**src/rtl/xsvi_timing_pkg.sv**
```systemverilog
// Shared constants for the XSVI timing generator: standard timings and colour-bar palette.
package xsvi_timing_pkg;

    localparam int XSVI_RGB_W = 24;

    // 800x600@60 (40 MHz pixel clock), the CH7301 default mode
    localparam int SVGA_H_ACTIVE = 800;
    localparam int SVGA_H_FRONT  = 40;
    localparam int SVGA_H_SYNC   = 128;
    localparam int SVGA_H_BACK   = 88;
    localparam int SVGA_V_ACTIVE = 600;
    localparam int SVGA_V_FRONT  = 1;
    localparam int SVGA_V_SYNC   = 4;
    localparam int SVGA_V_BACK   = 23;

    // 640x480@60 (25.175 MHz pixel clock)
    localparam int VGA_H_ACTIVE = 640;
    localparam int VGA_H_FRONT  = 16;
    localparam int VGA_H_SYNC   = 96;
    localparam int VGA_H_BACK   = 48;
    localparam int VGA_V_ACTIVE = 480;
    localparam int VGA_V_FRONT  = 10;
    localparam int VGA_V_SYNC   = 2;
    localparam int VGA_V_BACK   = 33;

    typedef logic [XSVI_RGB_W-1:0] rgb_t;

    localparam rgb_t BAR_WHITE   = 24'hFFFFFF;
    localparam rgb_t BAR_YELLOW  = 24'hFFFF00;
    localparam rgb_t BAR_CYAN    = 24'h00FFFF;
    localparam rgb_t BAR_GREEN   = 24'h00FF00;
    localparam rgb_t BAR_MAGENTA = 24'hFF00FF;
    localparam rgb_t BAR_RED     = 24'hFF0000;
    localparam rgb_t BAR_BLUE    = 24'h0000FF;
    localparam rgb_t BAR_BLACK   = 24'h000000;

    function automatic rgb_t bar_colour(input logic [2:0] idx);
        rgb_t c;
        case (idx)
            3'd0:    c = BAR_WHITE;
            3'd1:    c = BAR_YELLOW;
            3'd2:    c = BAR_CYAN;
            3'd3:    c = BAR_GREEN;
            3'd4:    c = BAR_MAGENTA;
            3'd5:    c = BAR_RED;
            3'd6:    c = BAR_BLUE;
            default: c = BAR_BLACK;
        endcase
        return c;
    endfunction

endpackage

```
**src/rtl/xsvi_axis_counter.sv**
```systemverilog
// One timing axis (H or V): counter over sync/back/active/front, 0 at sync leading edge.
// Count updates on the edge after inc; decodes are combinational from the count; no backpressure.
module xsvi_axis_counter #(
    parameter int SYNC   = 128,
    parameter int BACK   = 88,
    parameter int ACTIVE = 800,
    parameter int FRONT  = 40,
    parameter int CW     = 11
) (
    input  logic          clk,
    input  logic          rst,
    input  logic          inc,
    input  logic          clr,
    output logic [CW-1:0] cnt,
    output logic          wrap,
    output logic          in_sync,
    output logic          in_active
);

    localparam int TOTAL = SYNC + BACK + ACTIVE + FRONT;
    localparam int START = SYNC + BACK;
    localparam logic [CW-1:0] LAST = CW'(TOTAL - 1);

    // wrap marks the increment that returns the count to 0, so it can chain the next axis
    assign wrap      = inc && (cnt == LAST);
    assign in_sync   = (cnt < CW'(SYNC));
    assign in_active = (cnt >= CW'(START)) && (cnt < CW'(START + ACTIVE));

    always_ff @(posedge clk) begin
        if (rst || clr) begin
            cnt <= '0;
        end else if (inc) begin
            cnt <= (cnt == LAST) ? '0 : cnt + CW'(1);
        end
    end

endmodule

```
**src/rtl/xsvi_timing_gen.sv**
```systemverilog
// XSVI sync/DE/coordinate generator; every output registered one cycle after its counter state, no backpressure.
// Define XSVI_TPG_EN to add the xsvi_video_data colour-bar test pattern output.
module xsvi_timing_gen
    import xsvi_timing_pkg::*;
#(
    parameter int H_ACTIVE = SVGA_H_ACTIVE,
    parameter int H_FRONT  = SVGA_H_FRONT,
    parameter int H_SYNC   = SVGA_H_SYNC,
    parameter int H_BACK   = SVGA_H_BACK,
    parameter int V_ACTIVE = SVGA_V_ACTIVE,
    parameter int V_FRONT  = SVGA_V_FRONT,
    parameter int V_SYNC   = SVGA_V_SYNC,
    parameter int V_BACK   = SVGA_V_BACK,
    parameter bit HS_POL   = 1'b0,
    parameter bit VS_POL   = 1'b0,
    parameter int CW       = 11
) (
    input  logic          xsvi_pix_clk,
    input  logic          Bus2IP_Reset,
    input  logic          enable,
    output logic          xsvi_h_sync,
    output logic          xsvi_v_sync,
    output logic          xsvi_video_active,
    output logic [CW-1:0] pix_x,
    output logic [CW-1:0] pix_y,
    output logic          line_start,
    output logic          frame_start
`ifdef XSVI_TPG_EN
    ,
    output logic [XSVI_RGB_W-1:0] xsvi_video_data
`endif
);

    localparam int H_START = H_SYNC + H_BACK;
    localparam int V_START = V_SYNC + V_BACK;

    logic          run;
    logic          live;
    logic [CW-1:0] h_cnt;
    logic [CW-1:0] v_cnt;
    logic          h_wrap;
    logic          v_wrap_unused;
    logic          h_in_sync;
    logic          h_in_active;
    logic          v_in_sync;
    logic          v_in_active;
    logic          de_nxt;
    logic [CW-1:0] px_nxt;
    logic [CW-1:0] py_nxt;

    // run lags enable by one edge so the first enabled edge parks the counters at 0
    assign live = enable && run;

    xsvi_axis_counter #(
        .SYNC   (H_SYNC),
        .BACK   (H_BACK),
        .ACTIVE (H_ACTIVE),
        .FRONT  (H_FRONT),
        .CW     (CW)
    ) u_h_cnt (
        .clk       (xsvi_pix_clk),
        .rst       (Bus2IP_Reset),
        .inc       (live),
        .clr       (!enable),
        .cnt       (h_cnt),
        .wrap      (h_wrap),
        .in_sync   (h_in_sync),
        .in_active (h_in_active)
    );

    xsvi_axis_counter #(
        .SYNC   (V_SYNC),
        .BACK   (V_BACK),
        .ACTIVE (V_ACTIVE),
        .FRONT  (V_FRONT),
        .CW     (CW)
    ) u_v_cnt (
        .clk       (xsvi_pix_clk),
        .rst       (Bus2IP_Reset),
        .inc       (h_wrap),
        .clr       (!enable),
        .cnt       (v_cnt),
        .wrap      (v_wrap_unused),
        .in_sync   (v_in_sync),
        .in_active (v_in_active)
    );

    always_comb begin
        de_nxt = live && h_in_active && v_in_active;
        px_nxt = de_nxt ? (h_cnt - CW'(H_START)) : '0;
        py_nxt = de_nxt ? (v_cnt - CW'(V_START)) : '0;
    end

    always_ff @(posedge xsvi_pix_clk) begin
        if (Bus2IP_Reset) begin
            run               <= 1'b0;
            xsvi_h_sync       <= ~HS_POL;
            xsvi_v_sync       <= ~VS_POL;
            xsvi_video_active <= 1'b0;
            pix_x             <= '0;
            pix_y             <= '0;
            line_start        <= 1'b0;
            frame_start       <= 1'b0;
        end else begin
            run               <= enable;
            xsvi_h_sync       <= (live && h_in_sync) ? HS_POL : ~HS_POL;
            xsvi_v_sync       <= (live && v_in_sync) ? VS_POL : ~VS_POL;
            xsvi_video_active <= de_nxt;
            pix_x             <= px_nxt;
            pix_y             <= py_nxt;
            line_start        <= live && (h_cnt == '0);
            frame_start       <= live && (h_cnt == '0) && (v_cnt == '0);
        end
    end

`ifdef XSVI_TPG_EN
    localparam int BAR_W = H_ACTIVE / 8;

    logic [2:0] bar_idx;
    logic       in_bars;

    // Threshold search instead of a divide; columns past 8*BAR_W are the black remainder
    always_comb begin
        bar_idx = 3'd0;
        for (int i = 1; i < 8; i++) begin
            if (px_nxt >= CW'(i * BAR_W)) begin
                bar_idx = 3'(i);
            end
        end
        in_bars = (px_nxt < CW'(8 * BAR_W));
    end

    always_ff @(posedge xsvi_pix_clk) begin
        if (Bus2IP_Reset) begin
            xsvi_video_data <= '0;
        end else begin
            xsvi_video_data <= (de_nxt && in_bars) ? bar_colour(bar_idx) : BAR_BLACK;
        end
    end
`endif

endmodule

```
**config.mk**
```make
export PLATFORM = sky130hd
export DESIGN_NAME = xsvi_timing_gen
export DESIGN_NICKNAME = d
export VERILOG_FILES = /design/src/rtl/xsvi_timing_pkg.sv /design/src/rtl/xsvi_axis_counter.sv /design/src/rtl/xsvi_timing_gen.sv
export SDC_FILE = /design/constraint.sdc
export NUM_CORES = 1
export LEC_CHECK = 0
export ABC_AREA = 0
export CAP_MARGIN = 5
export CORE_MARGIN = 2
export CORE_UTILIZATION = 49
export DETAILED_ROUTE_END_ITERATION = 7
export DONT_BUFFER_PORTS = 1
export SYNTH_ARGS = -nofsm -noshare
export SYNTH_HDL_FRONTEND = slang
export SYNTH_SLANG_ARGS = --single-unit
```
**constraint.sdc**
```tcl
create_clock -name xsvi_pix_clk -period 6.6 [get_ports xsvi_pix_clk]
set_clock_uncertainty 0.2 [all_clocks]
set_input_delay 1.65 -clock xsvi_pix_clk [delete_from_list [all_inputs] [get_ports xsvi_pix_clk]]
set_output_delay 1.65 -clock xsvi_pix_clk [all_outputs]
set_load 0.03 [all_outputs]
```
Word level (Yosys, flattened, before mapping)
Cells that the tools add are included.
{ "word_totals": {"ff_bits": 50, "inputBits": 3} }
{ "classes": {"mux": 4, "magnitude_cmp": 6, "bitwise_logic": 1, "eq_ne": 2, "n_addsub": 4, "reduce_logical": 15} }
{ "op_table": {"columns": ["cell", "count"], "rows": [
  ["$add 11x1->11 const B", 2],
  ["$logic_not 11->1", 2],
  ["$lt 11x10->1 const B", 2],
  ["$mux 11", 2],
  ["$eq 11x10->1 const B", 1],
  ["$eq 11x11->1 const B", 1],
  ["$ge 11x5->1 const B", 1],
  ["$ge 11x8->1 const B", 1],
  ["$lt 11x3->1 const B", 1],
  ["$lt 11x8->1 const B", 1],
  ["$sub 11x5->11 const B", 1],
  ["$sub 11x8->11 const B", 1],
  ["$logic_and 1x1->1", 10],
  ["$mux 1", 2],
  ["$reduce_or 2->1", 1],
  ["$logic_not 1->1", 1],
  ["$logic_or 1x1->1", 1],
  ["$not 1->1", 1]
]} }

Longest topological paths before layout
Gate-level depths: netlist of the first run.
{ "logic_depth": {"ltp_word": 6, "depth_mapped": 10} }

Modules after synthesis
Synthesis of the first run repeated with hierarchy kept, for this count alone.
{ "unflattened": {"hier_cells": 250, "hier_area_um2": 2298.5} }
{ "by_module_without_submodules": {"columns": ["module", "cells_per_inst", "area_each_um2", "instances", "seq_area_each_um2"], "rows": [
  ["xsvi_timing_gen", 115, 1093.5, 1, 560.5],
  ["xsvi_axis_counter (u_v_cnt)", 69, 634.4, 1, 220.2],
  ["xsvi_axis_counter (u_h_cnt)", 66, 570.5, 1, 220.2]
]} }

Worst setup path before layout of the first run
OpenSTA, ideal clock, no wires.
{ "synth_path": {"path_type": "input to register", "startpoint": "input port Bus2IP_Reset", "endpoint": "register pix_y[9]", "path_slack_ps": 3106, "required_ps": 6338, "t_arrival_ps": 3232, "path_stages": 8, "path_buffers": 3, "path_cell_list": "and4bb_1 > o31ai_1 > or4_4 > buf_6 > or2_1 > buf_6 > buf_6 > nor2_4"} }
{ "synth_between": {"elab_chain_cells": 1} }
{ "synth_lines": {"columns": ["item", "line", "rtl"], "rows": [
  ["start: declaration", "xsvi_timing_gen.sv:19", "input logic Bus2IP_Reset,"],
  ["$reduce_or 2->1 (no source line)", null, null],
  ["end signal: assignment", "xsvi_timing_gen.sv:110", "pix_y <= py_nxt;"],
  ["end: declaration", "xsvi_timing_gen.sv:25", "output logic [CW-1:0] pix_y,"]
]} }
Every way passes these cells.
A chain may end at the register's enable or synchronous reset.

Worst setup path in the final report of the first run
{ "layout_path": {"startpoint": "input port Bus2IP_Reset", "endpoint": "register pix_y[8]"} }
Same word-level chain as after synthesis.

==> results of run 1 <==
==> cell type report <==
type | count | area (um2)
Sequential cell | 50 | 1000
Multi-Input combinational cell | 171 | 1050
Fill cell | 394 | 2060
Clock buffer | 6 | 82.6
Tap cell | 52 | 65.1
Inverter | 11 | 41.3
Clock inverter | 2 | 60.1
==> power by group <==
| group | switching [uW] | internal, uW |
|---|---|---|
| Clock | 96.5 | 162 |
| Combinational | 4.05 | 1.69 |
| Sequential | 2.30 | 303 |
==> worst max-delay path by stage <==
stage | to | cells past startpoint
detailed placement | pix_y[8]$_SDFF_PP0_ | 5
global route | u_v_cnt.cnt[3]$_SDFFE_PP0P_ | 5
global placement | pix_y[8]$_SDFF_PP0_ | 5
CTS | pix_y[8]$_SDFF_PP0_ | 5
floorplan | pix_y[9]$_SDFF_PP0_ | 8
finish | pix_y[8]$_SDFF_PP0_ | 5
==> routing by layer <==
metal  global-route usage (%)  routed length, um
met1                     26.3               2240
met2                     23.9               1750
met3                     3.13                183
met5                        0                  0
met4                     6.29                 51
==> placed cells by master (no fill, tap or decap) <==
cell type	count
and2_1	1
nand3b_1	1
nor2_1	46
and4bb_1	1
xor2_1	12
o41ai_1	1
a211oi_1	1
nor2_4	3
a31oi_1	1
nor4bb_1	1
inv_1	10
or2_1	1
or3_1	2
o21ai_1	1
or4_4	1
bufinv_16	2
o211a_1	2
xnor2_1	18
o31ai_1	1
o22ai_1	1
nand2_1	10
nor2_2	6
dfxtp_1	50
o21ai_0	4
nand3_1	11
and4_1	2
a21oi_1	6
nand2_2	1
clkbuf_8	6
nor4_1	6
nor3_1	9
ha_1	5
and3_1	4
inv_2	1
a311oi_1	1
nand2b_1	1
or2_2	2
nand4_1	8
==> through the flow <==
step           std cells  hold slack [ps]  utilization, %
2_1_floorplan        248              210               -
3_3_place_gp         284              247            49.5
3_5_place_dp         284              251            49.5
4_1_cts              292              281            52.8
5_1_grt              292              297            52.8
6_report             292              280            52.8
==> kinds of logic after synthesis <==
group	count (synthesis)	synth area share [%]
and+or+nand+nor	117	27.4
DFF	50	45.5
xor gates and xnor gates	30	11.9
buffers and inverters	27	6.93
AOI/OAI and AO/OA	19	5.46
adders and majority gates	5	2.84
==> registers in the layout (all words and copies together) (netlist names) <==
signal,flops
frame_start,1
line_start,1
pix_x,11
pix_y,11
run,1
u_h_cnt.cnt,11
u_v_cnt.cnt,11
xsvi_h_sync,1
xsvi_v_sync,1
xsvi_video_active,1
==> cells in the mapped netlist, drive strengths merged (2+ instances only) <==
| library cell | count |
|---|---|
| and4 | 2 |
| a21oi | 6 |
| inv | 11 |
| xor2 | 12 |
| o211a | 2 |
| xnor2 | 18 |
| or3 | 2 |
| or2 | 3 |
| and3 | 4 |
| clkbuf | 4 |
| nor4 | 6 |
| nor2 | 55 |
| dfxtp | 50 |
| nand3 | 11 |
| nand4 | 8 |
| buf | 12 |
| ha | 5 |
| o21ai | 5 |
| nand2 | 11 |
| nor3 | 9 |
==> flow_summary.json, run 1 <==
{
  "num_antenna_cells": 0,
  "yosysTopAreaCell": "dfxtp_1",
  "clock.fmax_mhz": 290,
  "num_vias": 1544,
  "cts.reportedPaths.clkPinSlew_ps": 90,
  "cp-end-kind": "flop",
  "criticalPathCategory": "in2reg",
  "hold_depth": 1,
  "cp_data_required_time_ps": 6610,
  "cts.path.max_buffers": 2,
  "p_total_uw": 569,
  "routed_via_density": 5.29,
  "synth_edf_count": 0,
  "synth_flop_cell": "dfxtp_1",
  "path_max_fanout": 18,
  "cts_root_buffer": "clkbuf_8",
  "crit_chain": "and4bb_1 > o31ai_1 > or4_4 > or2_1 > a21oi_1",
  "die_h_um": 71.0,
  "cts_setup_buffers": 0,
  "gr-total-overflow": 0,
  "globalplace.congestion": 0.827,
  "h-tree-depth": 2,
  "drv_cap": 0,
  "synthTopCellsByArea": "dfxtp_1 (45%), nor2_1 (7.8%), xnor2_1 (7.2%)",
  "yosysTopAreaCellShare_pct": 45.5,
  "r2r-start": "u_v_cnt.cnt[0]$_SDFFE_PP0P_",
  "clkLatencyLatePin_ps": 300,
  "antenna_found_initial": 0,
  "crit_path_top_delay_cell": "or2_1",
  "postRouteAntennaNets": 0,
  "nets": 247,
  "ys_async_sr_fraction_pct": 0,
  "min_from": "run$_SDFF_PP0_",
  "rr_endpoint": "pix_y[8]$_SDFF_PP0_",
  "netlist_area_um2": 2200,
  "max_slew_margin_pct": 36.1,
  "syn_nets": 256,
  "hold_path_class": "reg2reg",
  "cp-start-kind": "input pin",
  "status": "finished clean",
  "dp_hpwl_um": 2910,
  "hold_buffers": 0,
  "drc_errors": 0,
  "die_w_um": 71.0,
  "grtUsageTotal_pct": 17.2,
  "syn_area_per_cell_um2": 8.88,
  "peakVddDrop_v": 0.000135,
  "placed_area_um2": 2160,
  "rsz0062_at_grt": "no",
  "rows": 24,
  "stdcell_area_um2": 2300,
  "grt_pass1_vias": 1414,
  "cts_sinks": 50,
  "power_density_nw_per_um2": 247,
  "holdPathEnd": "xsvi_v_sync$_SDFF_PP1_",
  "setup_viol": 0,
  "crit_buf_inv": 0,
  "worst_slack_ps": 3150,
  "ys_seq_elements": 50,
  "slew_violations": 0,
  "synth.distinct_cells": 40,
  "synth_cells": 248,
  "tightestPinTransition_ps": 959,
  "ctsResizeCount": 0,
  "tns_ps": 0,
  "period_share_pct": 52.3,
  "drt_wl_total_um": 4230,
  "place_ws_ps": 2830,
  "drtPass1Iterations": 5,
  "core_area_um2": 4350,
  "area_delta_synth_final_pct": 4.37,
  "cts_tree": "done",
  "ios": 30,
  "cp.arrival_ps": 3460,
  "cts_inserted_buffers": 5,
  "cp_top_family": "simple AND/OR/NAND/NOR gates",
  "startpoint": "Bus2IP_Reset",
  "initial_core_util_pct": 50.6,
  "drt-initial-drc-count": 108,
  "port_buffers": 0,
  "synth-seq-area-share_pct": 45.5,
  "reg2reg_slack_ps": 3630,
  "hold_viol_final": 0,
  "rr_worst_depth": 6,
  "grt_pass1_wl_um": 6870,
  "drive_above_1_share_pct": 9.17,
  "p_leak_uw": 0.000835,
  "dieArea_um2": 5050,
  "cp_slowest_stage_delay_ps": 590,
  "grt_max_degree": 19,
  "wire_per_inst_um": 14.5,
  "period_minus_slack_ps": 3450,
  "yosysWarningCount": 0
}
Note: power is estimated with default switching activity, not from simulation.
==> run 2: changes to the inputs <==
==> constraint.sdc (replaced) <==
create_clock -name xsvi_pix_clk -period 3.3 [get_ports xsvi_pix_clk]
set_clock_uncertainty 0.2 [all_clocks]
set_input_delay 0.825 -clock xsvi_pix_clk [delete_from_list [all_inputs] [get_ports xsvi_pix_clk]]
set_output_delay 0.825 -clock xsvi_pix_clk [all_outputs]
set_load 0.03 [all_outputs]
==> flow_summary.json, run 2 (synthesis gave the netlist of run 1 again) <==
{
  "antenna_found_initial": 0,
  "cts_tree": "done",
  "initial_core_util_pct": 50.6,
  "criticalPathCategory": "reg2reg",
  "drv_cap": 0,
  "cp-start-kind": "flop",
  "power_density_nw_per_um2": 429,
  "max_slew_margin_pct": 38.0,
  "clock.fmax_mhz": 370,
  "tns_ps": 0,
  "hold_viol_final": 0,
  "routed_via_density": 5.37,
  "port_buffers": 0,
  "r2r-start": "u_h_cnt.cnt[4]$_SDFFE_PP0P_",
  "ctsResizeCount": 0,
  "crit_chain": "ha_1 > o211a_1 > o31ai_1 > or4_4 > or2_1 > a21oi_1",
  "core_area_um2": 4350,
  "drtPass1Iterations": 4,
  "period_share_pct": 82.0,
  "reg2reg_slack_ps": 590,
  "drt_wl_total_um": 4210,
  "grt_max_degree": 19,
  "rows": 24,
  "cts.reportedPaths.clkPinSlew_ps": 90,
  "grt_pass1_vias": 1465,
  "cts_inserted_buffers": 5,
  "gr-total-overflow": 0,
  "drt-initial-drc-count": 96,
  "status": "finished clean",
  "die_w_um": 71.0,
  "cp.arrival_ps": 2710,
  "cp-end-kind": "flop",
  "dieArea_um2": 5050,
  "globalplace.congestion": 0.793,
  "cts_sinks": 50,
  "tightestPinTransition_ps": 929,
  "dp_hpwl_um": 2990,
  "cp_slowest_stage_delay_ps": 580,
  "num_vias": 1590,
  "grtUsageTotal_pct": 18.3,
  "min_from": "run$_SDFF_PP0_",
  "cp_data_required_time_ps": 3310,
  "die_h_um": 71.0,
  "startpoint": "u_h_cnt.cnt[4]$_SDFFE_PP0P_",
  "cts_setup_buffers": 0,
  "crit_buf_inv": 0,
  "layout_commonest_cell": "dfxtp_1",
  "area_delta_synth_final_pct": 3.58,
  "ios": 30,
  "p_leak_uw": 0.000830,
  "grt_pass1_wl_um": 7280,
  "h-tree-depth": 2,
  "wire_per_inst_um": 14.2,
  "cts.path.max_buffers": 2,
  "p_total_uw": 979,
  "peakVddDrop_v": 0.000199,
  "hold_path_class": "reg2reg",
  "crit_path_top_delay_cell": "or4_4",
  "most-common-layout-cells": "dfxtp_1 (50), nor2_1 (46), xnor2_1 (18)",
  "hold_buffers": 0,
  "cts_root_buffer": "clkbuf_8",
  "path_max_fanout": 18,
  "setup_viol": 0,
  "drive_above_1_share_pct": 10.7,
  "rsz0062_at_grt": "no",
  "cp_top_family": "simple AND/OR/NAND/NOR gates",
  "nets": 251,
  "num_antenna_cells": 0,
  "slew_violations": 0,
  "postRouteAntennaNets": 0,
  "clkLatencyLatePin_ps": 300,
  "drc_errors": 0,
  "fin_hold_ws_ps": 263,
  "period_minus_slack_ps": 2710
}
==> run 2: cell types whose count changed in the layout (fill, tap and decap cells not counted), sizes merged <==
cell and change:
bufinv -2, buf +4, clkinv +1, clkinvlp +1
==> run 2: layout make-up <==
| cell class | instances | area, um2 |
|---|---|---|
| fill | 416 | 2070 |
| multi-input combinational | 171 | 1050 |
| sequential | 50 | 1000 |
| clock buffer | 6 | 82.6 |
| tap | 52 | 65.1 |
| inverter | 11 | 41.3 |
| timing repair buffer | 4 | 30.0 |
| clock inverter | 2 | 12.5 |
==> run 2: where the power goes <==
group | internal [uW] | switching, uW
Clock | 168 | 189
Combinational | 3.39 | 8.18
Sequential | 605 | 4.66
Total | 777 | 202
==> run 2: path summary, 6_finish.rpt <==
check,end,cells past startpoint
min,xsvi_v_sync$_SDFF_PP1_,1
min reg2reg,xsvi_v_sync$_SDFF_PP1_,1
max reg2reg,pix_y[8]$_SDFF_PP0_,6
max,pix_y[8]$_SDFF_PP0_,6
==> run 2: worst register-to-register path: stages, from the launching register on <==
cell and delay, ps:
dfxtp_1 470, ha_1 270, o211a_1 170, o31ai_1 60, or4_4 580, or2_1 580, a21oi_1 270
==> run 2: through the flow <==
stage          worst slack, ps  instances  cell area [um2]  utilization, %
2_1_floorplan              631        248             2200               -
3_3_place_gp               407        288             2190            50.2
3_5_place_dp               359        288             2190            50.2
4_1_cts                    592        296             2280            52.4
5_1_grt                    439        296             2280            52.4
6_report                   595        296             2280            52.4
==> run 2: per-layer routing <==
metal / GRT usage [%] / wire length [um] / vias to the layer above
met5: 0 / 0 / -
met4: 5.66 / 25 / 0
met3: 5.84 / 245 / 2
met2: 24.9 / 1700 / 37
met1: 27.3 / 2240 / 731
li1: - / - / 820
